===== config.mk =====
export PLATFORM = sky130hd
export DESIGN_NAME = fpu_result_buffer
export DESIGN_NICKNAME = d
export VERILOG_FILES = /design/src/rtl/fpu_result_buffer.sv
export SDC_FILE = /design/constraint.sdc
export NUM_CORES = 1
export LEC_CHECK = 0
export BUFFER_PORTS_ARGS = -buffer_cell sky130_fd_sc_hd__clkbuf_2
export CAP_MARGIN = 20
export CORE_UTILIZATION = 24
export DETAILED_ROUTE_END_ITERATION = 12
export SYNTH_ARGS = -nofsm -noshare
export SYNTH_HDL_FRONTEND = slang
export SYNTH_SLANG_ARGS = --single-unit

===== constraint.sdc =====
create_clock -name clk -period 4.33 [get_ports clk]
set_input_delay 0 -clock clk [delete_from_list [all_inputs] [get_ports clk]]
set_output_delay 0 -clock clk [all_outputs]
set_load 0.01 [all_outputs]

===== src/rtl/fpu_result_buffer.sv =====
// Capture FIFO between the FPU and register writeback; entries are {opcode, tag, data}.
// Latency: one cycle finish-to-ovalid; zero with FPU_RESULT_BYPASS_EN while the buffer is empty.
// Backpressure: fpu_stall is high while full (registered state only); writeback drains via ovalid/oready.
module fpu_result_buffer #(
    parameter int N     = 32,
    parameter int L     = 4,
    parameter int DEPTH = 4,
    parameter int TAG_W = 5
) (
    input  logic                     clk,
    input  logic                     rst,
    input  logic                     fpu_finish,
    input  logic [N*L-1:0]           fpu_o,
    input  logic [5:0]               fpu_opcode,
    input  logic [TAG_W-1:0]         fpu_tag,
    output logic                     fpu_stall,
    output logic                     ovalid,
    input  logic                     oready,
    output logic [N*L-1:0]           odata,
    output logic [TAG_W-1:0]         otag,
    output logic [5:0]               oopcode,
    output logic [$clog2(DEPTH):0]   count
);

    localparam int PTR_W = $clog2(DEPTH);
    localparam int CNT_W = PTR_W + 1;
    localparam logic [CNT_W-1:0] FULL_CNT = CNT_W'(DEPTH);

    typedef struct packed {
        logic [5:0]       opcode;
        logic [TAG_W-1:0] tag;
        logic [N*L-1:0]   data;
    } entry_t;

    entry_t            mem [DEPTH];
    entry_t            wr_entry;
    entry_t            head;
    logic [PTR_W-1:0]  wr_ptr;
    logic [PTR_W-1:0]  rd_ptr;
    logic [CNT_W-1:0]  count_q;
    logic              stored_vld;
    logic              bypass_vld;
    logic              push;
    logic              pop;

    assign wr_entry   = '{opcode: fpu_opcode, tag: fpu_tag, data: fpu_o};
    assign stored_vld = (count_q != '0);
    assign fpu_stall  = (count_q == FULL_CNT);

`ifdef FPU_RESULT_BYPASS_EN
    assign bypass_vld = !stored_vld && fpu_finish;
`else
    assign bypass_vld = 1'b0;
`endif

    assign ovalid = stored_vld || bypass_vld;
    assign pop    = stored_vld && oready;
    // A bypassed result that writeback takes immediately never touches storage.
    assign push   = fpu_finish && !fpu_stall && !(bypass_vld && oready);

    // Outputs are forced to zero while empty so discarded entries never leak out.
    always_comb begin
        head = '0;
        if (stored_vld) begin
            head = mem[rd_ptr];
        end else if (bypass_vld) begin
            head = wr_entry;
        end
    end

    assign odata   = head.data;
    assign otag    = head.tag;
    assign oopcode = head.opcode;
    assign count   = count_q;

    always_ff @(posedge clk) begin
        if (push) begin
            mem[wr_ptr] <= wr_entry;
        end
    end

    always_ff @(posedge clk or posedge rst) begin
        if (rst) begin
            wr_ptr  <= '0;
            rd_ptr  <= '0;
            count_q <= '0;
        end else begin
            if (push) begin
                wr_ptr <= wr_ptr + 1'b1;
            end
            if (pop) begin
                rd_ptr <= rd_ptr + 1'b1;
            end
            case ({push, pop})
                2'b10:   count_q <= count_q + 1'b1;
                2'b01:   count_q <= count_q - 1'b1;
                default: count_q <= count_q;
            endcase
        end
    end

endmodule

; Word level (Yosys, flattened, before mapping)
; Memories as Yosys holds them, arrays and structs flattened.
; Cells that the tools add are included.
[word_totals]
mem_bits_rw = 556
n_memories = 1
word_cells = 20
out_inout_bits = 144
inputBits = 143
register_bits = 7
[classes]
reduce_logical = 5
n_addsub = 4
n_mux = 4
eq_ne = 3
[mem_list]
columns = name, depth, word_bits, read_ports, rd_clocked_by_memory_dff, wr, line_no
row1 = mem, 4, 139, 1, 0, 1, 35  ; entry_t mem [DEPTH];
[ops]
columns = op, count
row1 = two-way mux 139 bit, 1
row2 = one-hot mux 3 bit (2 select lines), 1
row3 = "adder 2 x 1 -> 2 bit, second input constant", 2
row4 = "adder 3 x 1 -> 3 bit, second input constant", 1
row5 = "equality test 3 bit, second input constant", 1
row6 = nonzero test 3 bit, 1
row7 = "subtractor 3 x 1 -> 3 bit, second input constant", 1
row8 = "equality test 2 x 1 -> 1 bit, second input constant", 1
row9 = "equality test 2 bit, second input constant", 1
row10 = logical AND 1 bit, 2
row11 = two-way mux 1 bit, 2
row12 = nonzero test 2 bit, 1
row13 = zero test 1 bit, 1

; Longest topological paths before layout
[logic_depth]
ltp_word = 5
ltp_mapped = 9
mapped_depth_nobuf = 9

; Worst setup path after synthesis
; No wires, ideal clock.
[synth_path]
kind = register -> register
startpoint = register count_q[2] (netlist: count[2])
endpoint = memory mem[2][0] (netlist bit) (enable)
arrival_time_ns = 4.172
slack_ns = -0.356
n_path_buf = 0
synth_period_minus_slack_ns = 4.686
path_stages_with_launch = 4
setup_time_ns = 0.515
required_ns = 3.815
cell_sequence = dfrtp_1 > nor3b_1 > nor2b_1 > and2_1
[synth_between]
elab_chain_cells = 5
[synth_lines]
columns = element, line_no
row1 = "start, declared", 40  ; logic [CNT_W-1:0] count_q;
row2 = "start signal, assigned", 95  ; 2'b10: count_q <= count_q + 1'b1;
row3 = "start signal, assigned", 96  ; 2'b01: count_q <= count_q - 1'b1;
row4 = "start signal, assigned", 97  ; default: count_q <= count_q;
row5 = equality test 3 bit, 48  ; assign fpu_stall = (count_q == FULL_CNT);
row6 = named net fpu_stall, 16  ; output logic fpu_stall,
row7 = zero test 1 bit, 59  ; assign push = fpu_finish && !fpu_stall && !(bypass_vld && oready);
row8 = logical AND 1 bit, 59
row9 = two-way mux 1 bit, 77  ; if (push) begin
row10 = two-way mux 1 bit (implied by the code), 78  ; mem[wr_ptr] <= wr_entry;
row11 = "end, declared", 35
; The timed path passes the listed nets, and every way through them passes these cells.

; Final worst setup path
[layout_path]
startpoint = register rd_ptr[0]
endpoint = output odata[14]
[layout_between]
elab_chain_cells = 2
[layout_lines]
columns = element, line_no
row1 = "start, declared", 39  ; logic [PTR_W-1:0] rd_ptr;
row2 = "start signal, assigned", 92  ; rd_ptr <= rd_ptr + 1'b1;
row3 = memory (4 x 139 bit), --
row4 = two-way mux 139 bit, 64  ; if (stored_vld) begin
row5 = "end, declared", 19  ; output logic [N*L-1:0] odata,
; Every way passes these cells.

==> run metrics <==
Slowest-stage cell, CP=dfrtp_4; #FFs+latches synth=563; most common cell in the netlist=edfxtp_1; worst slew pin tran=1010 ps; num ports=287; Worst EP required=4330 ps; leak pwr=between 9 and 10 nW; Hold WC Path Type=in -> reg; DP Wirelength=slightly below 30 mm; Die Y=between 300 and 400 um; Yosys warning count=0; asr flop ratio synth=1.24%; synthesized area=21400 sq um; Std-Cell Rows=109; CP Cell Sequence=buf_4 > mux4_2 > and2_1 > clkbuf_2; Setup Buffers After CTS=0; Root Buffer=clkbuf_16; peak supply drop=483 uV; critical path start-end classification=reg -> out; Post-DRT Antenna Nets=0; drt pass-1 iters=5; die area=90400 sq um; critical path data arrival time=about 3000 ps; count of final hold-check violations=0; RSZ-0062 raised after global routing=false; main flop type after synthesis=edfxtp_1; Critical Path End Type=output pin; RD Place Congestion=0.722; clock tree buffer depth=3; H-tree depth=2; Post-synth EDFFs=~560; fin. max-slew vios=0; largest net degree at the start of global routing=87; max cap viols=0; final setup TNS=0 ps; PostCTS Resize Cnt=0; I/O Buffers=286; Net Count, Synth=approximately 1100; PwrDens=about 670 nW/um^2; initial antenna violation count=7; CTS tree=built; top fanout value on the critical path=42; cell family with most CP delay=flip-flops; Total GRT Usage=between 10% and 20%; Skew-Pair Late Insertion Delay=590 ps; setup violators final=0; Routed WL per cell=around 18 um; Register Area=16900 sq um; share of the synthesized area in the top cell type=78.0%; Setup WS pre-CTS=1710 ps; drt drc=0; Worst slew margin=32.7%; first-pass GRT wire length=70.9 mm; multi-input logic area=4230 sq um; Mean Syn Cell Area=23.3 sq um; layout cells sized above 1=a little under two fifths; status=complete, no violations; Clock Pin Slew Worst Setup and Hold Paths=60 ps; synth cell count leaders=edfxtp_1, and2_1, mux4_2, clkbuf_1, buf_2; area leader, netlist=edfxtp_1; sequential share of the synthesized area=about 79%; Area Overhead vs Synth=29.2%; Syn Inst Count=920; CTS Buf Count=61; minimum clock period after layout=2990 ps; startpoint types=flip-flop; Die Span X=301 um; number of clock sinks=563; final worst-path cycle share=slightly below 70%; Via density=4.09; vias in the first global route=11500; Yosys cell types=21; Initial Util=between 20% and 30%; fillers=between 8000 and 9000; fin worst setup slack=1340 ps; initial detailed-routing violation count=596; final setup skew=7.17 ps; largest cells by area after synthesis=edfxtp_1, mux4_2, and2_1; final wirelength=47.7 mm; Worst Hold Margin=163 ps; via count=10600; Bufs and invs on worst path=2; Final nets=1540; FMAX=335 MHz; total grt overflow=0; Std-Cell Core Area=88400 sq um; crit-path max cell delay=1080 ps
==> area by class of cell <==
type | count | share of cell area [%]
repair buffers | 456 | 11.6
flip-flops and latches | 563 | 61.0
multi-input cells | 302 | 15.3
diodes | 2 | 0.0181
clock buffers | 68 | 5.62
well taps | 1165 | 5.27
inverters | 7 | 0.0950
clock inverters | 37 | 1.03
==> path summary, 6_finish.rpt <==
check,start,endpoint,slack [ps],cells past startpoint
hold reg to reg,count[2],count[2],530,1
setup reg to reg,count[2],mem[2][48],1740,4
hold / removal,fpu_o[48],mem[0][48],160,2
min in group asynchronous,rst,count[1],540,4
setup / recovery,rd_ptr[0],odata[14],1340,4
max in group asynchronous,rst,rd_ptr[1],3500,4
==> logic make-up (layout without fill, tap and decap cells) <==
family                     after synthesis  in the layout  share of synthesized area (%)
other                                    0              2                              0
muxes                                  141            141                           14.7
xor gates and xnor gates                 6              6                          0.246
buffers and inverters                   55            568                           1.47
and+or+nand+nor                        149            149                           4.34
adders and majority gates                6              6                          0.386
DFF                                    563            563                           78.8
==> what timing repair did <==
action	in CTS	in global routing
setup endpoints to repair	0	0
hold endpoints to repair	569	0
hold buffers	143	0
==> state kept, by name (all words and copies together), names as in the netlist <==
| register | cells |
|---|---|
| mem | 556 |
| count | 3 |
| rd_ptr | 2 |
| wr_ptr | 2 |
==> power breakdown <==
group          internal [mW]  leakage (nW)  switching (mW)  total (mW)
registers               7.20          5.17           0.354        7.55
clock network           2.78         0.907            2.02        4.81
logic                   2.93          3.33            3.30        6.24
total                   12.9          9.41            5.68        18.6
==> per-stage QoR <==
stage	cells	area [sq um]	util (%)	power (mW)
floorplan	920	21400	-	11.5
global placement	2350	24400	27.6	13.9
detailed placement	2350	24400	27.6	14.0
CTS	2598	27600	31.3	19.0
global route	2600	27700	31.3	19.6
finish	2600	27700	31.3	18.6
==> layout by cell type, fill, tap and decap left out, types with 2 or more instances in the layout <==
cell,count
edfxtp_1,556
clkbuf_2,286
dlygate4sd3_1,143
and2_1,140
mux4_2,139
clkbuf_16,61
clkinv_2,16
buf_4,15
clkinv_1,12
buf_12,12
inv_1,7
clkbuf_1,7
ha_1,5
dfrtp_1,5
and2_4,4
bufinv_16,4
xor2_1,3
xnor2_1,3
clkinvlp_4,3
diode_2,2
dfrtp_4,2
==> worst register-to-register path, cell delays in order, from the launching register on <==
cell	delay, ps
dfrtp_1	420
nor3b_1	170
nor2b_1	420
and2_4	800
buf_4	450
==> per-layer routing <==
layer / GRT usage (%) / share of wire, % / wire length, um
met5: 0 / 0.15 / 72
met3: 2.30 / 5.2 / 2500
met4: 3.46 / 2.6 / 1220
met1: 12.5 / 40 / 19000
met2: 18.5 / 52 / 24900
(Power assumes the default switching activity.)
